===== src/rtl/id_ex_stage_reg.sv =====
`default_nettype none
// ============================================================================
// Module   : id_ex_stage_reg
// Purpose  : ID/EX pipeline register of the 5-stage RV32I core. Captures the
//            decoded control bundles, operands, PC, immediate and register
//            indices into EX. Detects load-use hazards (one bubble, stall of
//            PC and IF/ID), honours EX flushes and downstream memory stalls.
// Ports    : clk, rst_n (async, active-low)
//            id_*_i          decode-stage instruction slot
//            ex_flush_i      redirect from EX (loads a bubble)
//            mem_busy_i      downstream stall (hold every EX register)
//            ex_*_o          registered EX slot
//            stall_if_id_o   combinational stall of PC and IF/ID
//            bubble_cnt_o    number of load-use bubbles inserted
// Config   : ID_EX_BUBBLE_CNT_EN defined -> bubble counter present;
//            undefined -> bubble_cnt_o tied to 0.
// Revision : 1.0 - initial release
// ============================================================================
module id_ex_stage_reg #(
  parameter int XLEN  = 32,
  parameter int CNT_W = 32
) (
  input  logic             clk,
  input  logic             rst_n,
  input  logic             id_valid_i,
  input  logic [4:0]       id_ex_i,
  input  logic [2:0]       id_m_i,
  input  logic [2:0]       id_wb_i,
  input  logic [XLEN-1:0]  id_pc_i,
  input  logic [XLEN-1:0]  id_rs1_data_i,
  input  logic [XLEN-1:0]  id_rs2_data_i,
  input  logic [XLEN-1:0]  id_imm_i,
  input  logic [4:0]       id_rs1_i,
  input  logic [4:0]       id_rs2_i,
  input  logic [4:0]       id_rd_i,
  input  logic             id_rs1_used_i,
  input  logic             id_rs2_used_i,
  input  logic             ex_flush_i,
  input  logic             mem_busy_i,
  output logic             ex_valid_o,
  output logic [4:0]       ex_ex_o,
  output logic [2:0]       ex_m_o,
  output logic [2:0]       ex_wb_o,
  output logic [XLEN-1:0]  ex_pc_o,
  output logic [XLEN-1:0]  ex_rs1_data_o,
  output logic [XLEN-1:0]  ex_rs2_data_o,
  output logic [XLEN-1:0]  ex_imm_o,
  output logic [4:0]       ex_rs1_o,
  output logic [4:0]       ex_rs2_o,
  output logic [4:0]       ex_rd_o,
  output logic             stall_if_id_o,
  output logic [CNT_W-1:0] bubble_cnt_o
);

  logic ex_is_load;
  logic rs1_hit;
  logic rs2_hit;
  logic load_use;
  logic take_bubble;
  logic load_bubble;

  // A load writing x0 never produces a value worth waiting for.
  assign ex_is_load = ex_valid_o & ex_wb_o[2] & (ex_wb_o[1:0] == 2'b11)
                    & (ex_rd_o != 5'd0);
  assign rs1_hit    = id_rs1_used_i & (id_rs1_i == ex_rd_o);
  assign rs2_hit    = id_rs2_used_i & (id_rs2_i == ex_rd_o);
  assign load_use   = ex_is_load & id_valid_i & (rs1_hit | rs2_hit);

  // Flush wins over everything and does not stall: upstream flushes IF/ID.
  assign stall_if_id_o = ~ex_flush_i & (mem_busy_i | load_use);

  // Load-use bubble only when neither a flush nor a memory hold preempts it.
  assign take_bubble = ~ex_flush_i & ~mem_busy_i & load_use;
  assign load_bubble = ex_flush_i | take_bubble;

  always_ff @(posedge clk or negedge rst_n) begin
    if (!rst_n) begin
      ex_valid_o    <= 1'b0;
      ex_ex_o       <= '0;
      ex_m_o        <= '0;
      ex_wb_o       <= '0;
      ex_pc_o       <= '0;
      ex_rs1_data_o <= '0;
      ex_rs2_data_o <= '0;
      ex_imm_o      <= '0;
      ex_rs1_o      <= '0;
      ex_rs2_o      <= '0;
      ex_rd_o       <= '0;
    end else if (load_bubble) begin
      ex_valid_o    <= 1'b0;
      ex_ex_o       <= '0;
      ex_m_o        <= '0;
      ex_wb_o       <= '0;
      ex_pc_o       <= '0;
      ex_rs1_data_o <= '0;
      ex_rs2_data_o <= '0;
      ex_imm_o      <= '0;
      ex_rs1_o      <= '0;
      ex_rs2_o      <= '0;
      ex_rd_o       <= '0;
    end else if (!mem_busy_i) begin
      // An empty ID slot carries no side effects: kill its control bits.
      ex_valid_o    <= id_valid_i;
      ex_ex_o       <= id_valid_i ? id_ex_i : 5'd0;
      ex_m_o        <= id_valid_i ? id_m_i  : 3'd0;
      ex_wb_o       <= id_valid_i ? id_wb_i : 3'd0;
      ex_pc_o       <= id_pc_i;
      ex_rs1_data_o <= id_rs1_data_i;
      ex_rs2_data_o <= id_rs2_data_i;
      ex_imm_o      <= id_imm_i;
      ex_rs1_o      <= id_rs1_i;
      ex_rs2_o      <= id_rs2_i;
      ex_rd_o       <= id_rd_i;
    end
  end

`ifdef ID_EX_BUBBLE_CNT_EN
  logic [CNT_W-1:0] bubble_cnt;

  // Free-running modulo counter; wraps naturally from all-ones to 0.
  always_ff @(posedge clk or negedge rst_n) begin
    if (!rst_n) begin
      bubble_cnt <= '0;
    end else if (take_bubble) begin
      bubble_cnt <= bubble_cnt + CNT_W'(1);
    end
  end

  assign bubble_cnt_o = bubble_cnt;
`else
  assign bubble_cnt_o = '0;
`endif

endmodule
`default_nettype wire

===== config.mk =====
export PLATFORM = sky130hd
export DESIGN_NAME = id_ex_stage_reg
export DESIGN_NICKNAME = d
export VERILOG_FILES = /design/src/rtl/id_ex_stage_reg.sv
export SDC_FILE = /design/constraint.sdc
export NUM_CORES = 1
export LEC_CHECK = 0
export BUFFER_PORTS_ARGS = -buffer_cell sky130_fd_sc_hd__buf_2
export CORE_AREA = 4 4 134 136
export DETAILED_ROUTE_END_ITERATION = 16
export DIE_AREA = 0 0 138 140
export GPL_TIMING_DRIVEN = 0
export HOLD_SLACK_MARGIN = 0.15
export PLACE_DENSITY = 0.85
export SLEW_MARGIN = 20
export SYNTH_ARGS = -nofsm -noshare
export SYNTH_HDL_FRONTEND = slang
export SYNTH_SLANG_ARGS = --single-unit

===== constraint.sdc =====
create_clock -name clk -period 2.9 [get_ports clk]
set_input_delay 0.29 -clock clk [delete_from_list [all_inputs] [get_ports clk]]
set_output_delay 0.29 -clock clk [all_outputs]
set_load 0.005 [all_outputs]

-- Word-level counts from Yosys, hierarchy flattened
Index checks and enable logic that the tools add are counted.
- output and inout bits: 188
- logic and storage cells: 56
- flip-flop bits (word level): 155
- reductions and logical operators: 1
- muxes and demuxes: 25
- eq/ne operators: 4
- bitwise operators: 15
- operators with widths (cell ; number):
    $mux W32 ; 8
    $mux W5 ; 9
    $mux W3 ; 6
    $and A1 B1 Y1 ; 10
    $eq A5 B5 Y1 ; 2
    $reduce_bool A5 Y1 ; 1
    $or A1 B1 Y1 ; 3
    $eq A2 B2 Y1 const B ; 1
    $mux W1 ; 2
    $ne A2 B1 Y1 const B ; 1
    $not A1 Y1 ; 2

-- Depth between registers and ports, before layout
Gate-level depths: netlist (run 1).
- word-level depth: 8
- mapped depth: 6

-- Worst setup path after synthesis (run 1)
Ideal clock, no wire load.
- kind: reg-to-output
- start: register ex_rd_o[1]
- end: output port stall_if_id_o
- arrival: 1573 ps
- path slack: 1037 ps
- stages on the path, launching flop included: 7
- required time: 2610 ps
- cell sequence: dfrtp_1 -> xnor2_1 -> nand4_1 -> o22ai_2 -> buf_2 -> buf_2 -> a21o_1
- cells in the longest elaborated chain, start to end: 6
- ends and longest elaborated chain (what ; RTL line ; RTL):
    start: declaration ; 50 ; output logic [4:0] ex_rd_o,
    start signal: assignment ; 113 ; ex_rd_o <= id_rd_i;
    $eq A5 B5 Y1 (tied with other cells) ; 65 ; assign rs1_hit = id_rs1_used_i & (id_rs1_i == ex_rd_o);
    $and A1 B1 Y1, on equally long branches ; 65, 64, 66 ;
    $or A1 B1 Y1 / $and A1 B1 Y1 (equally long branches) ; 67 ; assign load_use = ex_is_load & id_valid_i & (rs1_hit | rs2_hit);
    $and A1 B1 Y1 (*) ; 67 ;
    $or A1 B1 Y1 (*) ; 70 ; assign stall_if_id_o = ~ex_flush_i & (mem_busy_i | load_use);
    $and A1 B1 Y1 (*) ; 70 ;
    end: declaration ; 51 ; output logic stall_if_id_o,
Every way passes the cells marked *; elsewhere a longest branch is shown, timed or not.

-- Worst setup path after layout (run 1)
- start: input port id_rs2_i[4]
- end: output port stall_if_id_o
- cells in the longest elaborated chain, start to end: 6
- ends and longest elaborated chain (what ; RTL line ; RTL):
    start: declaration ; 34 ; input logic [4:0] id_rs2_i,
    $eq A5 B5 Y1 ; 66 ; assign rs2_hit = id_rs2_used_i & (id_rs2_i == ex_rd_o);
    $and A1 B1 Y1 ; 66 ;
    $or A1 B1 Y1 ; 67 ;
    $and A1 B1 Y1 ; 67 ;
    $or A1 B1 Y1 ; 70 ;
    $and A1 B1 Y1 ; 70 ;
No other way between the ends.

==> results of run 1 <==
==> kinds of logic (layout without fill, tap and decap cells) <==
family	Yosys count	count (layout)
buf+inv	115	609
xor+xnor	10	10
compound gates	314	314
flops	155	155
simple gates	165	165
other cells	1	34
==> repair_timing <==
action / 4_1_cts / 5_1_grt
hold buffers: 145 / 0
endpoints found under the hold margin: 212 / 0
setup endpoints to repair: 1 / 1
resized for setup: 1 / 2
pin swaps: 1 / 0
buffers inserted: 1 / 0
==> layout make-up <==
class | instances | area (um2)
well taps | 225 | 282
plain buffers | 115 | 623
diodes | 2 | 5.00
clock buffers | 20 | 447
clock inverters | 11 | 98.8
multi-input cells | 521 | 3100
repair buffers | 463 | 3080
fillers | 1195 | 5430
flip-flops and latches | 155 | 3880
==> per-stage QoR <==
stage	setup TNS (ps)	util	power, W	hold WS [ps]	setup slack, ps
floorplan	0	-	0.00293	-5.59	1040
detailed placement	0	0.560	0.00347	276	271
global placement	-123330	0.558	0.00343	476	-808
global route	0	0.679	0.00601	276	44.0
CTS	0	0.679	0.00573	243	77.6
finish	0	0.680	0.00577	259	135
==> tightest hold or removal path, stage by stage <==
cell,delay [ps]
buf_2,110
nor3b_1,60
a21o_1,170
==> cell usage after synthesis, types with 3 or more instances <==
library cell / number / area share
a21o_1: 12 / 0.012
a22o_1: 11 / 0.013
a32oi_1: 144 / 0.17
buf_1: 3 / 0.0015
buf_2: 3 / 0.0020
buf_4: 48 / 0.048
clkbuf_1: 57 / 0.029
clkbuf_2: 4 / 0.0027
dfrtp_1: 155 / 0.52
nand2_1: 146 / 0.073
nor3b_1: 11 / 0.011
o21ai_0: 4 / 0.0027
o21ai_1: 140 / 0.094
xnor2_1: 10 / 0.012
==> path summary, 6_finish.rpt <==
path                        startpoint       endpoint  slack [ps]
max                        id_rs2_i[4]  stall_if_id_o         130
min                         mem_busy_i     ex_wb_o[2]         260
max reg2reg                 ex_rd_o[4]    ex_pc_o[15]         740
min reg2reg                 ex_pc_o[3]     ex_pc_o[3]         490
max in group asynchronous        rst_n      ex_m_o[1]        1700
min in group asynchronous        rst_n    ex_pc_o[28]         410
==> registers in the layout, indices dropped and copies added (netlist names) <==
signal	flops
ex_imm_o	32
ex_valid_o	1
ex_rd_o	5
ex_m_o	3
ex_wb_o	3
ex_rs2_data_o	32
ex_pc_o	32
ex_rs1_data_o	32
ex_rs1_o	5
ex_rs2_o	5
ex_ex_o	5
==> power breakdown <==
part           total, W  leakage [nW]  switching (W)  internal, W
combinational   0.00114          3.23       0.000589     0.000554
clock           0.00212         0.262       0.000924      0.00120
sequential      0.00251          1.98       0.000141      0.00237
==> metal layers <==
| metal | global-route usage | up-vias | routed length (um) |
|---|---|---|---|
| met5 | 0 | - | 0 |
| met4 | 0.176 | 0 | 1860 |
| met3 | 0.0860 | 160 | 2870 |
| met2 | 0.511 | 686 | 15000 |
| met1 | 0.369 | 4210 | 10900 |
| li1 | - | 3840 | - |
==> impl.org, run 1 <==
** Logic synthesis
- Of the total synthesized cell area, the portion taken by XOR and XNOR cells is 0.0117.
- Dominant combinational cell family by area after synthesis :: compound AO/OA/AOI/OAI gates
- The cell area that synthesis handed to floorplanning was 7470 um2.
- Number of enable-type register cells in the synthesized netlist :: 0
- Share of the yosys chip area belonging to registers :: 0.519
- Yosys printed 0 warnings.
- Simple-Gate Fraction of Synth Area :: 0.0909
- The compound-gate portion of the synthesized area is 0.295.
- Post-synth top flop :: dfrtp_1
- After synthesis, the mean cell area works out to 9.83 um2.
- Portion of netlist area occupied by mux cells :: 0
- Of the total synthesized cell area, the portion taken by full adders, half adders and majority gates is 0.
- Synth async-reset ratio :: 1.00
- Number of distinct standard cells referenced by the synthesized netlist :: 24
- Yosys reg bits :: 155
- Number of standard cells after synthesis :: 760

** Timing
- The worst pin sits at a relative slew slack of 0.409.
- Final worst clock skew :: 10.6 ps
- Slew at the pin with the worst max-slew slack :: 887 ps
- The max-slew violation count came to 0.
- Hold violation total from the final report :: 0
- Shortest clock period the worst path allows after layout :: 2770 ps
- Final period utilization :: 0.954
- Timing would allow up to 362 MHz.
- Setup repair after global routing left no endpoint under its margin.
- Final number of setup-violating endpoints :: 0

** Critical path
- Critical Path Fanout Max :: 10
- Number of cells on the worst reg-to-reg path :: 6
- The critical path contains buffers and inverters numbering 5 combined.
- Cell at the slowest stage of the critical path :: dlygate4sd3_1
- Most used cell, CP :: buf_2
- Number of logic stages on the critical path including buffering :: 9
- Category of cells accounting for the largest share of critical-path delay :: buffers and inverters
- In this design, the stage delay of the slowest critical-path cell is 570 ps.
- The critical path in this run is classified as in -> out.
- Data arrival time of the critical path :: 2480 ps
- List of cells traversed by the critical path :: dlygate4sd3_1 > buf_2 > xnor2_1 > nand4_1 > o22ai_4 > buf_4 > buf_2 > a21o_1 > buf_2
- Worst path required time :: 2610 ps
- Kind of start point of the critical path :: primary input
- Critical path endpoint category :: primary output

** Hold path
- The min-delay analysis places its worst path in the category in -> reg.
- Worst Hold Path Cells :: 3

** Clocking
- CTS Root Cell :: clkbuf_16
- Max Buffers Root-to-Sink :: 2
- CTS buffer count :: 17
- Clock latency on the worst-skew pair, taken at its later pin, is 430 ps.
- Sink count of the clock tree :: 155
- CTS tree :: yes
- After clock tree synthesis, the clock-pin slew on the worst setup and hold paths is 60 ps.
- Number of levels the H-tree was split into :: 4

** Cells and area
- Leading cell type in the layout, fill and taps excluded :: buf_2
- After the flow finishes, the layout carries non-filler instances totaling 1512.
- The area growth from synthesis to layout is 54.0%.
- With fillers left out, the area of the finished cells amounts to 11500 um2.
- Share of final-layout standard cells stronger than drive strength 1 :: 0.314
- The top cell types in the final layout, fill and taps aside, are 317 x buf_2, 155 x dfrtp_1, 146 x nand2_1, 145 x dlygate4sd3_1, 144 x a32oi_1.
- At the end of the flow, the number of nets in the layout was 1434.

** Floorplanning
- After floorplanning, the core was sized to cover 16900 um2.
- Starting utilization of the core area :: 0.441
- DIE HEIGHT :: 140 um
- In this run the horizontal extent of the chip is 138 um.
- Number of placement rows :: 48
- For this design the top-level I/O count stands at 349.
- The floorplan step defined a die boundary enclosing 19300 um2.

** Global routing
- Initial antenna violation count :: 2
- Across every metal layer, demand over resource in global routing totals 0.311.
- The total overflow left after global routing is 0.
- Entering global routing, the biggest net connects 88 pins.
- The first global-routing pass estimated 49000 um of wire.
- The via count of the first global-routing pass was 9098.

** Detailed routing
- The final layout contains routed wiring with a total length of 30700 um.
- Average routed wire per standard cell :: 20.3 um
- Via/cell ratio :: 5.88
- Post-route antenna net violation count :: 0
- In this run, the number of DRC markers left after iteration 0 of detailed routing was 730.
- Across all layers, the routed design uses 8896 vias.
- For this run, design rule violations remaining after detail routing come to 0.
- The first detailed-routing pass ran for 8 iterations.

** Outcome
- Outcome :: complete, no violations

** Job
- Max-cap violations in this run came to 0.

** Place
- Once placement completed, the tool counted placed cells totaling 1333.
- At the end of routability-driven placement, the weighted congestion stood at 0.844.
- The count of buffers added on input and output ports is 316.
- After detailed placement, the total cell area comes to 9490 um2.
- Summed over all nets, the half-perimeter wirelength after detailed placement is 18900 um.

** Pwr
- Leakage component of the power :: 5.47 nW
- Pwr dens :: 501 nW/um2
- Across the VDD grid, the largest voltage drop is 0.392 mV.
(Power assumes the default switching activity.)
==> run 2, diff against run 1 <==
Settings changed: MAX_ROUTING_LAYER set to met4, SLEW_MARGIN 20 to 30.
==> run 2 against run 1 <==
Effect of this change:
- first-iteration DRC count down 8.5%
- clock-buffer cell count unchanged
- final cell count is essentially flat
- setup slack lost 44 ps
- sequential power hardly changed
- clock skew is 2.8 ps lower
- sequential cell count unchanged
- total power is 3.2% higher
- via count increased by 0.93%
- clock power increased by 8%
- hold slack gained 6.7 ps
==> impl.org, run 2 (synthesized netlist as in run 1, its figures left out) <==
** Pwr
- Comb power frac :: 0.193 (-0.005)
- Switching Share :: 0.279 (-0.00762)
- Worst voltage drop across the vdd grid :: 0.376 mV (-4.1%)
- Switching power :: 0.00166 W (+0.50%)
- The static leakage came to 5.50 nW (+0.56%).
- The internal power is 0.00429 W (+4.3%).
- The power per cell area is 515 nW/um2 (+2.7%).
- The part of the power in the clock network came to 0.386 (+0.019).
- The sequential share of power was 0.421 (-0.014).

** Global routing
- The number of antenna violations at the first check in global routing came to 2 (unchanged).
- Number of global-route vias before repair :: 9158 (+0.66%)
- Total global routing overflow :: 0 (unchanged)
- The global-route usage over all layers is 0.321 (+0.0103).
- Maximum number of pins on one net before global-route repair :: 87 (-1.1%)
- Global-route wire length before repair :: 49100 um (+0.18%)

** Hold path
- The worst hold path belongs to the class in -> reg.
- The number of instances on the worst hold path was 3 (unchanged).

** Critical path
- Kind of start point of the critical path :: primary input
- Category of the critical setup timing path :: in -> out
- STA classifies the critical path endpoint as a primary output.
- Grouping stages by cell kind, the critical path spends the most delay in buffers and inverters.
- Critical Path Fanout Max :: 10 (unchanged)
- Walking the worst path, the cells encountered are dlygate4sd3_1 > buf_2 > xnor2_1 > nand4_1 > o22ai_4 > buf_6 > buf_2 > a21o_1 > buf_2.
- Most used cell, CP :: buf_2
- The slowest stage of the critical path is the dlygate4sd3_1 cell.
- The required time of the worst setup path was 2610 ps (about the same).
- The number of buffer and inverter stages on the critical path was 5 (unchanged).
- The data arrival time of the worst path came to 2520 ps (+40 ps).
- The number of stages on the worst setup path is 9 (unchanged).
- The number of cells on the worst reg-to-reg path was 7 (+1).
- The delay contributed by the slowest stage of the critical path came to 550 ps (-20 ps).

** Clocking
- CTS Root Cell :: clkbuf_16
- CTS tree :: yes
- The clock latency on the worst-skew pair came to 420 ps (about the same).
- Clock slew at reported path FFs :: 60 ps (about the same)
- The TritonCTS sink count is 155 (unchanged).
- The buffer depth of the longest clock path was 2 (unchanged).
- The number of buffers created by CTS is 17 (unchanged).
- The count of H-tree levels built during CTS was 4 (unchanged).

** Cells and area
- Post-route standard cell area excluding fillers :: 11600 um2 (+0.51%)
- The final instance count without filler cells came to 1513 (+0.066%).
- The library cell used most frequently in the layout, excluding fill and tap cells, is buf_2.
- Final-stage net count :: 1435 (+0.070%)
- The filler cell count in the final layout was 1167 (-2.3%).
- In the layout the commonest cells are 317 x buf_2, 155 x dfrtp_1, 146 x nand2_1, 145 x dlygate4sd3_1, 144 x a32oi_1.
- The post-layout utilization of the core is 0.683 (+0.00347).
- The area growth from synthesis to layout is 54.8%.
- Share of final-layout standard cells stronger than drive strength 1 :: 0.315 (+0.000533)

** Timing
- The final setup skew came to 7.79 ps (-2.82 ps).
- Fmax achieved :: 356 MHz (-1.6%)
- Final number of setup-violating endpoints :: 0 (unchanged)
- Setup repair after global routing left no endpoint under its margin.
- Worst-case headroom to the max-slew limit :: 0.448 (+0.0390)
- The final critical-path required period is 2810 ps (+44.3 ps).
- The max-slew violation count is 0 (unchanged).
- The measured slew at the worst slew-check pin is 828 ps (-58.5 ps).
- The final number of hold-violating endpoints is 0 (unchanged).
- Final period utilization :: 0.969 (+0.0153)
- The smallest setup slack after layout was 90.4 ps (-44.3 ps).

** Floorplanning
- The die height came to 140 um (unchanged).
- The initial cell density of the core is 0.441 (unchanged).
- The I/O pin total is 349 (unchanged).
- The placement row count was 48 (unchanged).
- The floorplan die width was 138 um (unchanged).
- Die area :: 19300 um2 (unchanged)
- The area of the placeable core was 16900 um2 (unchanged).

** Detailed routing
- The number of DRC violations after detailed routing was 0 (unchanged).
- Number of vias after detailed routing :: 8979 (+0.93%)
- The first-pass iteration count of the detailed router was 5 (-3).
- The via-per-instance ratio came to 5.93 (+0.87%).
- The antenna violation net count after detailed routing is 0 (unchanged).
- Average routed wire per standard cell :: 20.4 um (+0.71%)
- The final routed wirelength across all metal layers came to 30900 um (+0.78%).
- The number of design-rule violations left by the first detailed-router iteration is 668 (-8.5%).

** Place
- The number of buffers inserted by port buffering was 316 (unchanged).
- Placed Instances :: 1333 (unchanged)
- Post-detailed-placement cell area :: 9490 um2 (unchanged)
- The pre-CTS setup slack came to 283 ps (+12.2 ps).
- Final weighted congestion in routability-driven placement :: 0.860 (+1.8%)
- DP HPWL :: 18900 um (about the same)

** Job
- Number of max-capacitance violations reported :: 0 (unchanged)

** Outcome
- Outcome :: complete, no violations
run 2: metrics by stage:
stage	hold WS [ps]	setup TNS, ps	total power, W
global placement	476	-123330	0.00343
floorplan	-5.59	0	0.00293
detailed placement	276	0	0.00347
global route	279	0	0.00619
finish	266	0	0.00596
CTS	251	0	0.00590
run 2: worst paths after layout:
check                             from               end  slack, ps
max                        id_rs1_i[2]     stall_if_id_o         90
min                         mem_busy_i        ex_wb_o[2]        270
max reg2reg                 ex_rd_o[2]      ex_imm_o[31]        520
min reg2reg                ex_pc_o[11]       ex_pc_o[11]        500
max in group asynchronous        rst_n  ex_rs1_data_o[3]       1660
min in group asynchronous        rst_n       ex_pc_o[31]        420
run 2: final cells by class:
cell class / instances / area (um2) / area share
diodes: 2 / 5.00 / 0.000433
plain buffers: 115 / 627 / 0.0542
flip-flops and latches: 155 / 3880 / 0.335
clock buffers: 20 / 447 / 0.0386
clock inverters: 11 / 146 / 0.0127
well taps: 225 / 282 / 0.0243
repair buffers: 464 / 3090 / 0.267
multi-input cells: 521 / 3100 / 0.268
run 2: per-layer routing:
| metal | routed length, um | part of all wire | vias up | track usage |
|---|---|---|---|---|
| met5 | 0 | 0 | - | - |
| met4 | 1680 | 0.054 | 0 | 0.162 |
| met3 | 2820 | 0.091 | 157 | 0.0871 |
| met2 | 15400 | 0.50 | 674 | 0.521 |
| met1 | 11000 | 0.36 | 4310 | 0.369 |
| li1 | - | - | 3838 | - |
run 2: power groups by stage:
stage	Sequential (W)	Combinational [W]	Clock, W
after CTS	0.00249	0.00110	0.00231
after global routing	0.00253	0.00125	0.00242
final	0.00251	0.00115	0.00230
after detailed placement	0.00252	0.000944	0
after floorplan	0.00253	0.000396	0
after global placement	0.00253	0.000908	0
run 2: repair_timing:
action	in CTS	in global routing
setup endpoints to repair	1	1
hold endpoints to repair	213	0
pin swaps	1	1
buffers inserted	1	1
resized for setup	1	3
hold buffers	145	0
run 2: worst reg2reg max path, cell delays in order (launching register included):
cell and delay, ps:
dfrtp_1 460, xnor2_1 280, nand4_1 230, o22ai_4 330
buf_4 170, buf_4 180, clkbuf_1 420, o21ai_1 160
